[src/rtl/sdram_arb_pkg.sv]
// Shared types and sizing for the two-master SDRAM port arbiter.
package sdram_arb_pkg;

  typedef enum logic {
    M0 = 1'b0,
    M1 = 1'b1
  } master_id_t;

  localparam int ARB_DATA_W   = 32;
  localparam int ARB_MAX_PEND = 8;
  localparam int BE_W         = ARB_DATA_W / 8;
  localparam int PTR_W        = $clog2(ARB_MAX_PEND);

  function automatic master_id_t other_id(input master_id_t id);
    return (id == M0) ? M1 : M0;
  endfunction

endpackage

[src/rtl/rd_id_fifo.sv]
// Return-ID FIFO: remembers which master issued each outstanding read, in issue order.
module rd_id_fifo
  import sdram_arb_pkg::*;
#(
  parameter int DEPTH = ARB_MAX_PEND,
  parameter int PW    = $clog2(DEPTH)
) (
  input  logic       clk,
  input  logic       rst,
  input  logic       push,
  input  logic       pop,
  input  master_id_t din,
  output master_id_t dout,
  output logic       full,
  output logic       empty
);

  master_id_t    mem_q [DEPTH];
  master_id_t    mem_d [DEPTH];
  logic [PW-1:0] wr_ptr_q, wr_ptr_d;
  logic [PW-1:0] rd_ptr_q, rd_ptr_d;
  logic [PW:0]   count_q, count_d;

  always_comb begin
    mem_d    = mem_q;
    wr_ptr_d = wr_ptr_q;
    rd_ptr_d = rd_ptr_q;
    count_d  = count_q;
    if (push) begin
      mem_d[wr_ptr_q] = din;
      wr_ptr_d        = wr_ptr_q + PW'(1);
    end
    if (pop) begin
      rd_ptr_d = rd_ptr_q + PW'(1);
    end
    case ({push, pop})
      2'b10:   count_d = count_q + (PW+1)'(1);
      2'b01:   count_d = count_q - (PW+1)'(1);
      default: count_d = count_q;
    endcase
  end

  // ID storage carries no reset; only pointers and count define validity.
  always_ff @(posedge clk) begin
    mem_q <= mem_d;
    if (rst) begin
      wr_ptr_q <= '0;
      rd_ptr_q <= '0;
      count_q  <= '0;
    end else begin
      wr_ptr_q <= wr_ptr_d;
      rd_ptr_q <= rd_ptr_d;
      count_q  <= count_d;
    end
  end

  assign dout  = mem_q[rd_ptr_q];
  assign full  = (count_q == (PW+1)'(DEPTH));
  assign empty = (count_q == '0);

endmodule

[src/rtl/sdram_port_arbiter.sv]
// Two-master Avalon-MM arbiter in front of the SDRAM controller; m0 (USB DMA) has priority,
// read beats are steered back to their issuer through an in-order return-ID FIFO.
module sdram_port_arbiter
  import sdram_arb_pkg::*;
#(
  parameter int ADDR_W   = 24,
  parameter int DATA_W   = 32,
  parameter int MAX_PEND = 8,
  parameter int MAX_HOLD = 16
) (
  input  logic                clk_clk,
  input  logic                reset_reset,
  input  logic [ADDR_W-1:0]   m0_address,
  input  logic                m0_read,
  input  logic                m0_write,
  input  logic [DATA_W-1:0]   m0_writedata,
  input  logic [DATA_W/8-1:0] m0_byteenable,
  output logic                m0_waitrequest,
  output logic [DATA_W-1:0]   m0_readdata,
  output logic                m0_readdatavalid,
  input  logic [ADDR_W-1:0]   m1_address,
  input  logic                m1_read,
  input  logic                m1_write,
  input  logic [DATA_W-1:0]   m1_writedata,
  input  logic [DATA_W/8-1:0] m1_byteenable,
  output logic                m1_waitrequest,
  output logic [DATA_W-1:0]   m1_readdata,
  output logic                m1_readdatavalid,
  output logic [ADDR_W-1:0]   s_address,
  output logic                s_read,
  output logic                s_write,
  output logic [DATA_W-1:0]   s_writedata,
  output logic [DATA_W/8-1:0] s_byteenable,
  input  logic                s_waitrequest,
  input  logic [DATA_W-1:0]   s_readdata,
  input  logic                s_readdatavalid,
  output logic                err_orphan_rdv
);

  localparam int HW = $clog2(MAX_HOLD);

  master_id_t    grant_q, grant_d, gnt, head_id;
  logic          lock_q, lock_d;
  logic          idle_q, idle_d;
  logic          err_q, err_d;
  logic [HW-1:0] hold_cnt_q, hold_cnt_d, hold_base;
  logic          req0, req1, other_req;
  logic          g_read, g_write, g_rd, g_req, g_wait;
  logic          stall, accept, push, pop;
  logic          fifo_full, fifo_empty;

  always_comb begin
    req0 = m0_read | m0_write;
    req1 = m1_read | m1_write;
    // Simultaneous requests out of idle go to m0 regardless of where grant was parked.
    gnt  = (idle_q && req0 && req1 && !lock_q) ? M0 : grant_q;

    g_read       = (gnt == M0) ? m0_read       : m1_read;
    g_write      = (gnt == M0) ? m0_write      : m1_write;
    s_address    = (gnt == M0) ? m0_address    : m1_address;
    s_writedata  = (gnt == M0) ? m0_writedata  : m1_writedata;
    s_byteenable = (gnt == M0) ? m0_byteenable : m1_byteenable;
    other_req    = (gnt == M0) ? req1          : req0;

    g_rd   = g_read & ~g_write;
    g_req  = g_read | g_write;
    pop    = s_readdatavalid & ~fifo_empty & ~reset_reset;
    stall  = g_rd & fifo_full & ~pop;
    accept = ~reset_reset & g_req & ~s_waitrequest & ~stall;
    push   = accept & g_rd;

    s_read  = ~reset_reset & g_rd & ~stall;
    s_write = ~reset_reset & g_write;
    g_wait  = reset_reset | s_waitrequest | stall;
    m0_waitrequest = (gnt == M0) ? g_wait : 1'b1;
    m1_waitrequest = (gnt == M1) ? g_wait : 1'b1;

    m0_readdata      = s_readdata;
    m1_readdata      = s_readdata;
    m0_readdatavalid = pop & (head_id == M0);
    m1_readdatavalid = pop & (head_id == M1);

    hold_base  = (gnt != grant_q) ? '0 : hold_cnt_q;
    grant_d    = gnt;
    hold_cnt_d = hold_base;
    lock_d     = g_req & ~accept;
    if (!lock_d) begin
      if (accept && other_req) begin
        if (hold_base == HW'(MAX_HOLD - 1)) grant_d = other_id(gnt);
        else hold_cnt_d = hold_base + HW'(1);
      end else if (!g_req && other_req) begin
        grant_d = other_id(gnt);
      end
    end
    if (grant_d != gnt) hold_cnt_d = '0;

    idle_d = ~req0 & ~req1;
    err_d  = err_q | (s_readdatavalid & fifo_empty);
  end

  always_ff @(posedge clk_clk) begin
    if (reset_reset) begin
      grant_q    <= M0;
      lock_q     <= 1'b0;
      hold_cnt_q <= '0;
      idle_q     <= 1'b1;
      err_q      <= 1'b0;
    end else begin
      grant_q    <= grant_d;
      lock_q     <= lock_d;
      hold_cnt_q <= hold_cnt_d;
      idle_q     <= idle_d;
      err_q      <= err_d;
    end
  end

  assign err_orphan_rdv = err_q;

  rd_id_fifo #(
    .DEPTH(MAX_PEND),
    .PW   ($clog2(MAX_PEND))
  ) u_rd_id_fifo (
    .clk  (clk_clk),
    .rst  (reset_reset),
    .push (push),
    .pop  (pop),
    .din  (gnt),
    .dout (head_id),
    .full (fifo_full),
    .empty(fifo_empty)
  );

endmodule
[config.mk]
export PLATFORM = sky130hd
export DESIGN_NAME = sdram_port_arbiter
export DESIGN_NICKNAME = d
export VERILOG_FILES = /design/src/rtl/sdram_arb_pkg.sv /design/src/rtl/rd_id_fifo.sv /design/src/rtl/sdram_port_arbiter.sv
export SDC_FILE = /design/constraint.sdc
export NUM_CORES = 1
export LEC_CHECK = 0
export BUFFER_PORTS_ARGS = -buffer_cell sky130_fd_sc_hd__buf_4
export CAP_MARGIN = 20
export CORE_AREA = 2 2 111 113
export DETAILED_ROUTE_END_ITERATION = 6
export DIE_AREA = 0 0 113 115
export SETUP_SLACK_MARGIN = 0.05
export SYNTH_ARGS = -nofsm -noshare
export SYNTH_HDL_FRONTEND = slang
export SYNTH_SLANG_ARGS = --single-unit
[constraint.sdc]
create_clock -name clk_clk -period 2.8 [get_ports clk_clk]
set_clock_uncertainty 0.05 [all_clocks]
set_input_delay 0.56 -clock clk_clk [delete_from_list [all_inputs] [get_ports clk_clk]]
set_output_delay 0.56 -clock clk_clk [all_outputs]
set_load 0.01 [all_outputs]
=== Word-level counts from Yosys, hierarchy flattened ===
Cells that the tools add are included.

* Add/subtract/negate cells: 5
* Order comparisons: 3
* Equal/unequal tests: 6
* Muxes and demuxes: 25
* Bitwise gates (word level): 35
* Reduce and logical (&&, ||, !) cells: 11

{| class="wikitable"
|+ Operators by type and width
! cell !! number
|-
| $mux 32 || 1
|-
| $mux 24 || 1
|-
| $mux 4 || 5
|-
| $and 1x1->1 || 17
|-
| $mux 1 || 14
|-
| $not 1->1 || 10
|-
| $add 4x1->4 const B || 2
|-
| $bwmux 8 || 1
|-
| $eq 4x4->1 const B || 2
|-
| $ge 4x4->1 const B || 2
|-
| $not 3->4 || 2
|-
| $pmux 4 s2 || 1
|-
| $add 3x1->3 const B || 2
|-
| $logic_and 1x1->1 || 6
|-
| $or 1x1->1 || 6
|-
| $logic_not 4->1 || 1
|-
| $lt 4x1->1 const B || 1
|-
| $sub 4x1->4 const B || 1
|-
| $bmux 1 s3 || 1
|-
| $demux 1 s3 || 1
|-
| $eq 2x1->1 const B || 1
|-
| $eq 2x2->1 const B || 1
|-
| $logic_not 1->1 || 2
|-
| $ne 1x1->1 || 2
|-
| 2 further kinds || 2
|}

* Register bits after elaboration: 26
* Output and inout bits: 131
* Logic and storage cells: 101

=== Depth between registers and ports, before layout ===
Gate-level depths: netlist (run 1).

* Word-level depth: 17
* Depth in mapped cells: 11

=== By module ===
Synthesis (run 1) repeated with hierarchy kept, for this count alone.

* Cell total of the unflattened synthesis: 416
* Area total of the unflattened synthesis: 2711.4 µm²

{| class="wikitable"
|+ Modules (own cells, without submodules)
! module !! instances !! cells an instance !! area an instance (µm²) !! seq. area each (µm²)
|-
| sdram_port_arbiter || 1 || 338 || 1838.0 || 160.2
|-
| rd_id_fifo || 1 || 78 || 873.3 || 440.4
|}

=== Worst setup path after synthesis (run 1) ===
Ideal clock, no wire load.

* Kind: input-to-reg
* From: input port m1_write
* To: register u_rd_id_fifo.count_q[2]
* Library setup time: 71 ps
* Arrival time: 2478 ps
* Required time: 2679 ps
* Setup slack: 202 ps
* Stages: 11
* Buffers on the path: 0
* Cells stage by stage: nand3b_1 a21oi_1 o22a_1 nand2_1 ha_1 xor2_1 ha_1 a21oi_1 xor2_1 or3_1 a21oi_1

* Word-level cells in the longest chain between the ends: 14
* Elaborated cells on any way between the ends: 20

{| class="wikitable"
|+ Ends and longest elaborated chain
! what !! line !! text
|-
| start: declaration || sdram_port_arbiter.sv:23 || <nowiki>input logic m1_write,</nowiki>
|-
| $or 1x1->1 || sdram_port_arbiter.sv:54 || <nowiki>req1 = m1_read | m1_write;</nowiki>
|-
| $logic_and 1x1->1 (2 in series) || sdram_port_arbiter.sv:56 || <nowiki>gnt = (idle_q && req0 && req1 && !lock_q) ? M0 : grant_q;</nowiki>
|-
| $mux 1 || sdram_port_arbiter.sv:56 ||
|-
| $mux 1 || sdram_port_arbiter.sv:59 || <nowiki>g_write = (gnt == M0) ? m0_write : m1_write;</nowiki>
|-
| $not 1->1 || sdram_port_arbiter.sv:65 || <nowiki>g_rd = g_read & ~g_write;</nowiki>
|-
| $and 1x1->1 || sdram_port_arbiter.sv:65 ||
|-
| $and 1x1->1 (2 in series) || sdram_port_arbiter.sv:68 || <nowiki>stall = g_rd & fifo_full & ~pop;</nowiki>
|-
| $not 1->1 || sdram_port_arbiter.sv:69 || <nowiki>accept = ~reset_reset & g_req & ~s_waitrequest & ~stall;</nowiki>
|-
| $and 1x1->1 || sdram_port_arbiter.sv:69 ||
|-
| $and 1x1->1 (*) || sdram_port_arbiter.sv:70 || <nowiki>push = accept & g_rd;</nowiki>
|-
| $eq 2x1->1 or $eq 2x2->1 (tied branches) || rd_id_fifo.sv:36 || <nowiki>case ({push, pop})</nowiki>
|-
| $pmux 4 s2 or $reduce_bool 2->1 (tied branches) || - ||
|-
| end signal: assignment || rd_id_fifo.sv:53 || <nowiki>count_q <= count_d;</nowiki>
|-
| end: declaration || rd_id_fifo.sv:22 || <nowiki>logic [PW:0] count_q, count_d;</nowiki>
|}

Every way passes the cells marked *; elsewhere a longest branch is shown, timed or not.
A chain may end at the register's enable or synchronous reset.

=== Final worst setup path (run 1) ===
* From: input port m0_write
* To: output port s_writedata[18]

* Word-level cells in the longest chain between the ends: 6

{| class="wikitable"
|+ Ends and longest elaborated chain
! what !! line !! text
|-
| start: declaration || sdram_port_arbiter.sv:15 || <nowiki>input logic m0_write,</nowiki>
|-
| $or 1x1->1 || sdram_port_arbiter.sv:53 || <nowiki>req0 = m0_read | m0_write;</nowiki>
|-
| $logic_and 1x1->1 (3 in series) || sdram_port_arbiter.sv:56 ||
|-
| $mux 1 || sdram_port_arbiter.sv:56 ||
|-
| $mux 32 || sdram_port_arbiter.sv:61 || <nowiki>s_writedata = (gnt == M0) ? m0_writedata : m1_writedata;</nowiki>
|-
| end: declaration || sdram_port_arbiter.sv:32 || <nowiki>output logic [DATA_W-1:0] s_writedata,</nowiki>
|}

No other way between the ends.

==> qor.txt, run 1 <==
outcome: complete, but fails checks
failing checks: design-rule violations
Finished Core Util: 34.3%
die width: 113 um
CP Data Arrival Time: 1970 ps
Worst Max-Slew Pin Slew: 534 ps
FP Rows: 40
initial cell density of the core: 23.2%
period utilisation layout: 92.2%
CORE AREA: 11800 um^2
clk root buf: clkbuf_16
register bit total from synthesis: 26
clk buf depth: 2
I/O Buffers: 194
P per Cell Area: 370 nW/um^2
DRC Markers: 9
Int Pwr: 1.02 mW
setup TNS: 0 ps
Main synth FF type: dfxtp_1
cell count after synthesis: 415
TritonCTS clock tree: yes
Top Ports: 291
Clock Sink Count: 26
sequential area share after synthesis: 21.9%
mapped cell area: 2740 um^2
warnings from Yosys: 0
GP Congestion: 0.849
Psw: 0.478 mW
first-pass GRT wire length: 14.3 mm
initial antenna violation count: 0
Final Hold Fails: 0
GRT Util Overall: 13.6%
RSZ-0062 raised after global routing: false
largest net degree at the start of global routing: 55
wire length per cell after detailed routing: 13.9 um
total gr overflow: 0
Worst Path Max Fanout: 54
Hold Path Class: reg2reg
most frequent cells in the layout: 206 x buf_4, 192 x nand2_1, 20 x nor2_1
Vias per Instance: 4.44
vias in the first global route: 2871
design area: 4060 um^2
DR vias: 3070
final WL: 9.63 mm
die height: 115 um
crit path capture type: output port
fmax: 0.388 GHz
Starting DRT DRC Count: 137
Slew HR: 64.4%
Max Transition Viols Final: 0
DR pass1 iterations: 6
share of cells above drive strength 1: 41.3%
Worst-path clk slew: 70 ps
hold buffers post-CTS: 0
H-tree Lvls: 1
area grow syn2layout: 47.8%
Placed Area: 3940 um^2
Clock power frac: 28.8%
Leak: 2.11 nW
async set-reset flop share out of synthesis: 0%
max-cap violations: 0
Sw Ratio: 31.8%
Seq pwr share: 27.2%
antenna-violating nets left: 0
ANT cells: 0
Worst IR Drop VDD: 203 uV
DIE AREA: 13000 um^2
most common cell after layout, fill and taps aside: buf_4
WS Path Type: in2out
Worst setup SP type: primary input
minimum clock period: 2580 ps
final setup fails: 0
post-synthesis cell type count: 51
combinational share of power: 44.0%
hpwl dp: 7.97 mm
syn nets: 581
data required time of the critical path: 2190 ps
EDFF count, synth: 8
fin nets: 712
syn_area_per_cell: 6.61 um^2
Worst-Skew Late Latency: 270 ps
total CTS buffers: 3
==> registers in the layout, summed over array words and instances (netlist names) <==
name / cells
err_orphan_rdv: 1
grant_q: 1
hold_cnt_q: 4
idle_q: 1
lock_q: 1
u_rd_id_fifo.count_q: 4
u_rd_id_fifo.mem_q: 8
u_rd_id_fifo.rd_ptr_q: 3
u_rd_id_fifo.wr_ptr_q: 3
==> critical path: stages <==
cell and delay, ps:
buf_4 130, o22a_1 230, a21bo_2 190, buf_4 430
nand2_1 110, nand2_1 110, buf_4 150
==> cells by family after synthesis <==
kind of cell	Yosys count	synth area share (%)
simple gates	249	38.8
buf+inv	83	20.5
mux	5	2.74
compound gates	38	10.8
fa+ha+maj	6	2.74
flops	26	21.9
xor+xnor	8	2.55
==> synth_stat cells (6+ instances only) <==
library cell | instances | area, um^2
buf_2 | 7 | 35.0
nor2_1 | 20 | 75.1
xor2_1 | 6 | 52.6
nand2_1 | 192 | 721
ha_1 | 6 | 75.1
a21oi_1 | 11 | 55.1
clkbuf_1 | 6 | 22.5
o21ai_0 | 6 | 30.0
dfxtp_1 | 18 | 360
edfxtp_1 | 8 | 240
buf_4 | 64 | 480
==> repair_timing <==
item                                    4_1_cts  5_1_grt
resized for setup                             0        2
setup buffers                                 0        0
endpoints found under the hold margin         0        0
endpoints found under the setup margin        0        3
==> layout make-up <==
type / instances / area, um^2
clock buffers: 3 / 75.1
clock inverters: 1 / 30.0
multi-input cells: 306 / 1590
well taps: 147 / 184
repair buffers: 207 / 1570
flip-flops and latches: 26 / 601
fillers: 1267 / 7750
inverters: 2 / 7.51
==> per-stage QoR <==
| step | hold slack [ps] | std cells | total power [mW] | setup slack [ps] |
|---|---|---|---|---|
| finish | 435 | 692 | 1.50 | 220 |
| global route | 488 | 692 | 1.58 | 58.2 |
| CTS | 440 | 692 | 1.51 | 193 |
| detailed placement | 420 | 688 | 1.08 | 10.4 |
| global placement | 403 | 688 | 1.08 | 118 |
| floorplan | 434 | 415 | 0.787 | 202 |
==> power groups by stage <==
stage / logic (mW) / clock network [mW] / registers (mW)
after CTS: 0.667 / 0.437 / 0.409
after global routing: 0.720 / 0.449 / 0.411
after detailed placement: 0.665 / 0 / 0.418
final: 0.661 / 0.432 / 0.409
after floorplan: 0.374 / 0 / 0.414
after global placement: 0.658 / 0 / 0.418
==> layer usage <==
| layer | GRT usage (%) | vias to the layer above | part of all wire [%] |
|---|---|---|---|
| met5 | 0 | - | 0 |
| met4 | 4.88 | 0 | 2.1 |
| met3 | 3.80 | 23 | 8.3 |
| met2 | 22.3 | 145 | 48 |
| met1 | 17.2 | 1351 | 41 |
| li1 | - | 1551 | - |
==> worst paths after layout <==
check	from	endpoint	slack (ps)	depth (start not counted)
max	m0_write	s_writedata[18]	220	7
min	err_orphan_rdv	err_orphan_rdv	440	2
max reg2reg	u_rd_id_fifo.count_q[0]	u_rd_id_fifo.count_q[2]	260	10
min reg2reg	err_orphan_rdv	err_orphan_rdv	440	2
Power figures use the tool's default switching activity.
==> inputs of run 2 (changes only) <==
--- a/config.mk
+++ b/config.mk
@@ -8,8 +8,10 @@
 export BUFFER_PORTS_ARGS = -buffer_cell sky130_fd_sc_hd__buf_4
 export CAP_MARGIN = 20
 export CORE_AREA = 2 2 111 113
+export CTS_BUF_LIST = sky130_fd_sc_hd__clkbuf_2 sky130_fd_sc_hd__clkbuf_4 sky130_fd_sc_hd__clkbuf_8
 export DETAILED_ROUTE_END_ITERATION = 6
 export DIE_AREA = 0 0 113 115
+export PLACE_DENSITY = 0.64
 export SETUP_SLACK_MARGIN = 0.05
 export SYNTH_ARGS = -nofsm -noshare
 export SYNTH_HDL_FRONTEND = slang
==> run 2 against run 1 <==
Cell count is 0.14% lower. Maximum frequency increased by 0.63%. Via count shrank 0.75%. Clock power fell by 28%. Critical path depth rose by 4. Power fell by 7.2%. Die area unchanged. First-iteration DRC count up 3.6%. Wire length is 6.6% higher. Worst hold slack worse by 3.6 ps. Register-to-register slack gained 20 ps. The flow still finishes with violations (design-rule violations). Highest routed layer unchanged.
==> qor.txt, run 2 (synthesis results as in run 1) <==
FP Rows: 40
minimum clock period: 2560 ps
hpwl dp: 8.76 mm
crit-path cells: buf_4, o22a_1, nand3_1, and2_1, ha_1, and3_1, o31ai_1, a211oi_1, o21ai_0, a21o_1, nor4_2
Leak: 2.09 nW
Worst-Skew Late Latency: 270 ps
post-route insts no fill: 691
met3 Use GR: 3.80%
fmax: 0.390 GHz
CORE AREA: 11800 um^2
Seq pwr share: 29.2%
wire length per cell after detailed routing: 14.9 um
failing checks: design-rule violations
Max Transition Viols Final: 0
GP Congestion: 0.792
Clock power frac: 22.5%
first-pass GRT wire length: 14.6 mm
Slew HR: 55.0%
GRT Util Overall: 14.3%
CP Data Arrival Time: 2710 ps
final WL: 10.3 mm
final setup fails: 0
DIE AREA: 13000 um^2
combinational share of power: 48.3%
crit path capture type: flop
die height: 115 um
Worst setup SP type: primary input
Worst Path Max Fanout: 6
DR pass1 iterations: 7
clk buf depth: 2
Vias per Instance: 4.41
post-placement cell count: 687
DR vias: 3047
antenna-violating nets left: 0
Int Pwr: 0.930 mW
clk root buf: clkbuf_8
initial antenna violation count: 0
I/O Buffers: 194
TritonCTS clock tree: yes
fill cell count: 1258
P per Cell Area: 348 nW/um^2
area grow syn2layout: 46.0%
die width: 113 um
data required time of the critical path: 2940 ps
biggest regs: u_rd_id_fifo.mem_q: 8 flops, hold_cnt_q: 4 flops, u_rd_id_fifo.count_q: 4 flops
initial cell density of the core: 23.2%
RSZ-0062 raised after global routing: false
setup TNS: 0 ps
hold buffers post-CTS: 0
Final Hold Fails: 0
largest net degree at the start of global routing: 54
most common cell after layout, fill and taps aside: buf_4
GR peak layer: met2
Worst path max stage delay: 300 ps
largest register by flop count: u_rd_id_fifo.mem_q
max-cap violations: 0
vias in the first global route: 2692
Total Power: 1.39 mW
Post-CTS Setup Bufs: 0
Worst IR Drop VDD: 184 uV
Sw Ratio: 33.3%
Worst-path clk slew: 90 ps
Hold Path Class: reg2reg
total gr overflow: 0
Psw: 0.464 mW
CP max stage cell: a211oi_1
share of cells above drive strength 1: 41.2%
Finished Core Util: 33.9%
hold slack: 431 ps
Clock Sink Count: 26
period utilisation layout: 91.6%
met1 Usage GRT: 19.5%
H-tree Lvls: 1
WS Path Type: in2reg
max reg flops: 8
Top Ports: 291
fin nets: 711
ANT cells: 0
GRT met2 Usage: 22.3%
Worst Max-Slew Pin Slew: 669 ps
outcome: complete, but fails checks
most frequent cells in the layout: 205 x buf_4, 192 x nand2_1, 20 x nor2_1
total CTS buffers: 3
DRC Markers: 10
Starting DRT DRC Count: 142
[run 2: cell types whose count changed in the layout (fill, tap and decap cells not counted)]
cell       change
clkbuf_16      -3
nor4_4         -1
buf_4          -1
nor4_2         +1
clkbuf_8       +3
[run 2: final cells by class]
class	count	area [um^2]	share of cell area, %
Clock buffer	3	41.3	1.03
Inverter	2	7.51	0.187
Sequential cell	26	601	15.0
Clock inverter	1	30.0	0.750
Tap cell	147	184	4.59
Timing Repair Buffer	206	1560	38.9
Multi-Input combinational cell	306	1580	39.5
[run 2: critical path: cells and delay by family]
family,cells,cell delay (ps)
buf+inv,1,130
fa+ha+maj,1,190
simple gates,4,800
compound gates,5,1010
[run 2: power groups by stage]
stage / Clock, mW / Sequential (mW) / Combinational (mW)
after floorplan: 0 / 0.414 / 0.374
after global placement: 0 / 0.416 / 0.676
after detailed placement: 0 / 0.416 / 0.686
after CTS: 0.319 / 0.408 / 0.687
after global routing: 0.341 / 0.409 / 0.737
final: 0.313 / 0.408 / 0.673
[run 2: what timing repair did]
action,4_1_cts,5_1_grt
resized for setup,0,1
endpoints found under the setup margin,0,1
endpoints found under the hold margin,0,0
[run 2: path summary, 6_finish.rpt]
check                          startpoint                      end  slack [ps]  depth (start not counted)
setup reg to reg  u_rd_id_fifo.count_q[0]  u_rd_id_fifo.count_q[2]         280                         10
hold reg to reg            err_orphan_rdv           err_orphan_rdv         430                          2
hold / removal             err_orphan_rdv           err_orphan_rdv         430                          2
setup / recovery                 m1_write            hold_cnt_q[3]         240                         11
[run 2: through the flow]
step / area, um^2 / setup WS (ps)
floorplan: 2740 / 202
global placement: 3930 / 109
detailed placement: 3930 / -7.47
CTS: 4000 / 229
global route: 4010 / 60.1
finish: 4010 / 236
[run 2: layer usage]
layer / part of all wire (%) / vias up
met4: 1.6 / 0
met2: 46 / 141
met3: 10 / 17
met1: 42 / 1346
li1: - / 1543
met5: 0 / -
==> inputs of run 3 (changes only) <==
==> constraint.sdc (replaced) <==
create_clock -name clk_clk -period 2.7 [get_ports clk_clk]
set_clock_uncertainty 0.05 [all_clocks]
set_input_delay 0.54 -clock clk_clk [delete_from_list [all_inputs] [get_ports clk_clk]]
set_output_delay 0.54 -clock clk_clk [all_outputs]
set_load 0.01 [all_outputs]
==> run 3 against run 2 <==
The flow still finishes with violations (design-rule violations). Via count increased by 2.5%. Sequential share of layout area decreased by 0.14 points. Sequential power increased by 4%. Cell count increased by 0.87%. Clock power increased by 6%. Wire length increased by 2.2%. Power increased by 5.1%. Critical path type is now in2out. Largest power group unchanged.
==> qor.txt, run 3 (synthesis results as in run 1) <==
area grow syn2layout: 48.0%
hold buffers post-CTS: 0
I/O Buffers: 194
crit path capture type: output port
P per Cell Area: 361 nW/um^2
Clock Sink Count: 26
Total Power: 1.46 mW
hold slack: 456 ps
vias in the first global route: 2942
Max Transition Viols Final: 0
wire length per cell after detailed routing: 15.0 um
DIE AREA: 13000 um^2
CP dominant cell by count: buf_4
final setup fails: 0
final WL: 10.5 mm
Buf/Inv on CP: 5
Post-CTS Setup Bufs: 0
Worst-Skew Late Latency: 280 ps
Worst IR Drop VDD: 136 uV
Top Ports: 291
clk root buf: clkbuf_8
fill cell count: 1285
Psw: 0.494 mW
minimum clock period: 2570 ps
failing checks: design-rule violations
Clock power frac: 22.7%
most common cell after layout, fill and taps aside: buf_4
DR pass1 iterations: 6
antenna-violating nets left: 0
initial cell density of the core: 23.2%
CP Data Arrival Time: 1980 ps
initial antenna violation count: 0
hpwl dp: 8.92 mm
data required time of the critical path: 2110 ps
total CTS buffers: 3
DRC Markers: 10
CORE AREA: 11800 um^2
FP Rows: 40
multi-input logic area: 1590 um^2
reg-to-reg setup timing slack: 200 ps
H-tree Lvls: 1
Hold Path Class: reg2reg
max reg flops: 8
cell family with most CP delay: buffers and inverters
max-cap violations: 0
Vias per Instance: 4.48
Final Hold Fails: 0
ANT cells: 0
total gr overflow: 0
GP Congestion: 0.792
largest net degree at the start of global routing: 48
largest register by flop count: u_rd_id_fifo.mem_q
design area: 4060 um^2
WS Path Type: in2out
CP max stage cell: o22a_1
clk buf depth: 2
TritonCTS clock tree: yes
combinational share of power: 48.3%
crit-path cells: buf_4, o22a_1, buf_4, a21bo_2, inv_2, buf_12, nand2_1, a21oi_1, buf_4
die height: 115 um
Starting DRT DRC Count: 190
GRT Util Overall: 15.0%
Int Pwr: 0.971 mW
Sequential cell area: 603 um^2
Worst path max stage delay: 230 ps
setup TNS: 0 ps
most frequent cells in the layout: 211 x buf_4, 192 x nand2_1, 20 x nor2_1
Slew HR: 75.6%
die width: 113 um
Seq pwr share: 29.1%
first-pass GRT wire length: 15.4 mm
biggest regs: u_rd_id_fifo.mem_q: 8 flops, hold_cnt_q: 4 flops, u_rd_id_fifo.count_q: 4 flops
Worst-path clk slew: 90 ps
RSZ-0062 raised after global routing: true
Worst setup SP type: primary input
Worst Max-Slew Pin Slew: 361 ps
share of cells above drive strength 1: 42.4%
fmax: 0.389 GHz
Sw Ratio: 33.7%
period utilisation layout: 95.2%
Placed Area: 3980 um^2
DR vias: 3123
Leak: 2.12 nW
fin nets: 717
outcome: complete, but fails checks
Worst Path Max Fanout: 47
Resized cells post-CTS: 0
[run 3: power groups by stage]
stage / Clock [mW] / Sequential [mW] / Combinational, mW
5_1_grt: 0.355 / 0.428 / 0.775
3_3_place_gp: 0 / 0.433 / 0.707
2_1_floorplan: 0 / 0.429 / 0.387
4_1_cts: 0.336 / 0.425 / 0.718
3_5_place_dp: 0 / 0.434 / 0.716
6_report: 0.332 / 0.426 / 0.707
[run 3: worst min-delay path, delay by kind of cell (launching register included)]
kind | cells | cell delay (ps)
DFF | 1 | 350
and+or+nand+nor | 1 | 80
AOI/OAI and AO/OA | 1 | 50
[run 3: path summary, 6_finish.rpt]
| check | startpoint | to | depth (start not counted) |
|---|---|---|---|
| max | m1_write | s_write | 9 |
| min | err_orphan_rdv | err_orphan_rdv | 2 |
| max reg2reg | lock_q | hold_cnt_q[3] | 10 |
| min reg2reg | err_orphan_rdv | err_orphan_rdv | 2 |
[run 3: per-layer routing]
layer / vias up / wire length, um / global-route usage [%] / share of wire [%]
met2: 162 / 4790 / 23.4 / 46
met5: - / 0 / 0 / 0
met3: 22 / 1080 / 2.74 / 10
met1: 1385 / 4430 / 21.2 / 42
met4: 0 / 189 / 4.31 / 1.8
li1: 1554 / - / - / -
[run 3: stage by stage]
stage	instances	util [%]	setup WS, ps
finish	697	34.4	129
global route	697	34.4	13.8
CTS	697	34.3	72.1
detailed placement	693	33.7	-22.0
global placement	693	33.7	32.6
floorplan	415	-	122
[run 3: layout make-up]
class / count / area share (%)
repair buffers: 212 / 39.5
flip-flops and latches: 26 / 14.9
clock inverters: 1 / 0.740
multi-input cells: 306 / 39.2
well taps: 147 / 4.53
inverters: 2 / 0.185
clock buffers: 3 / 1.02
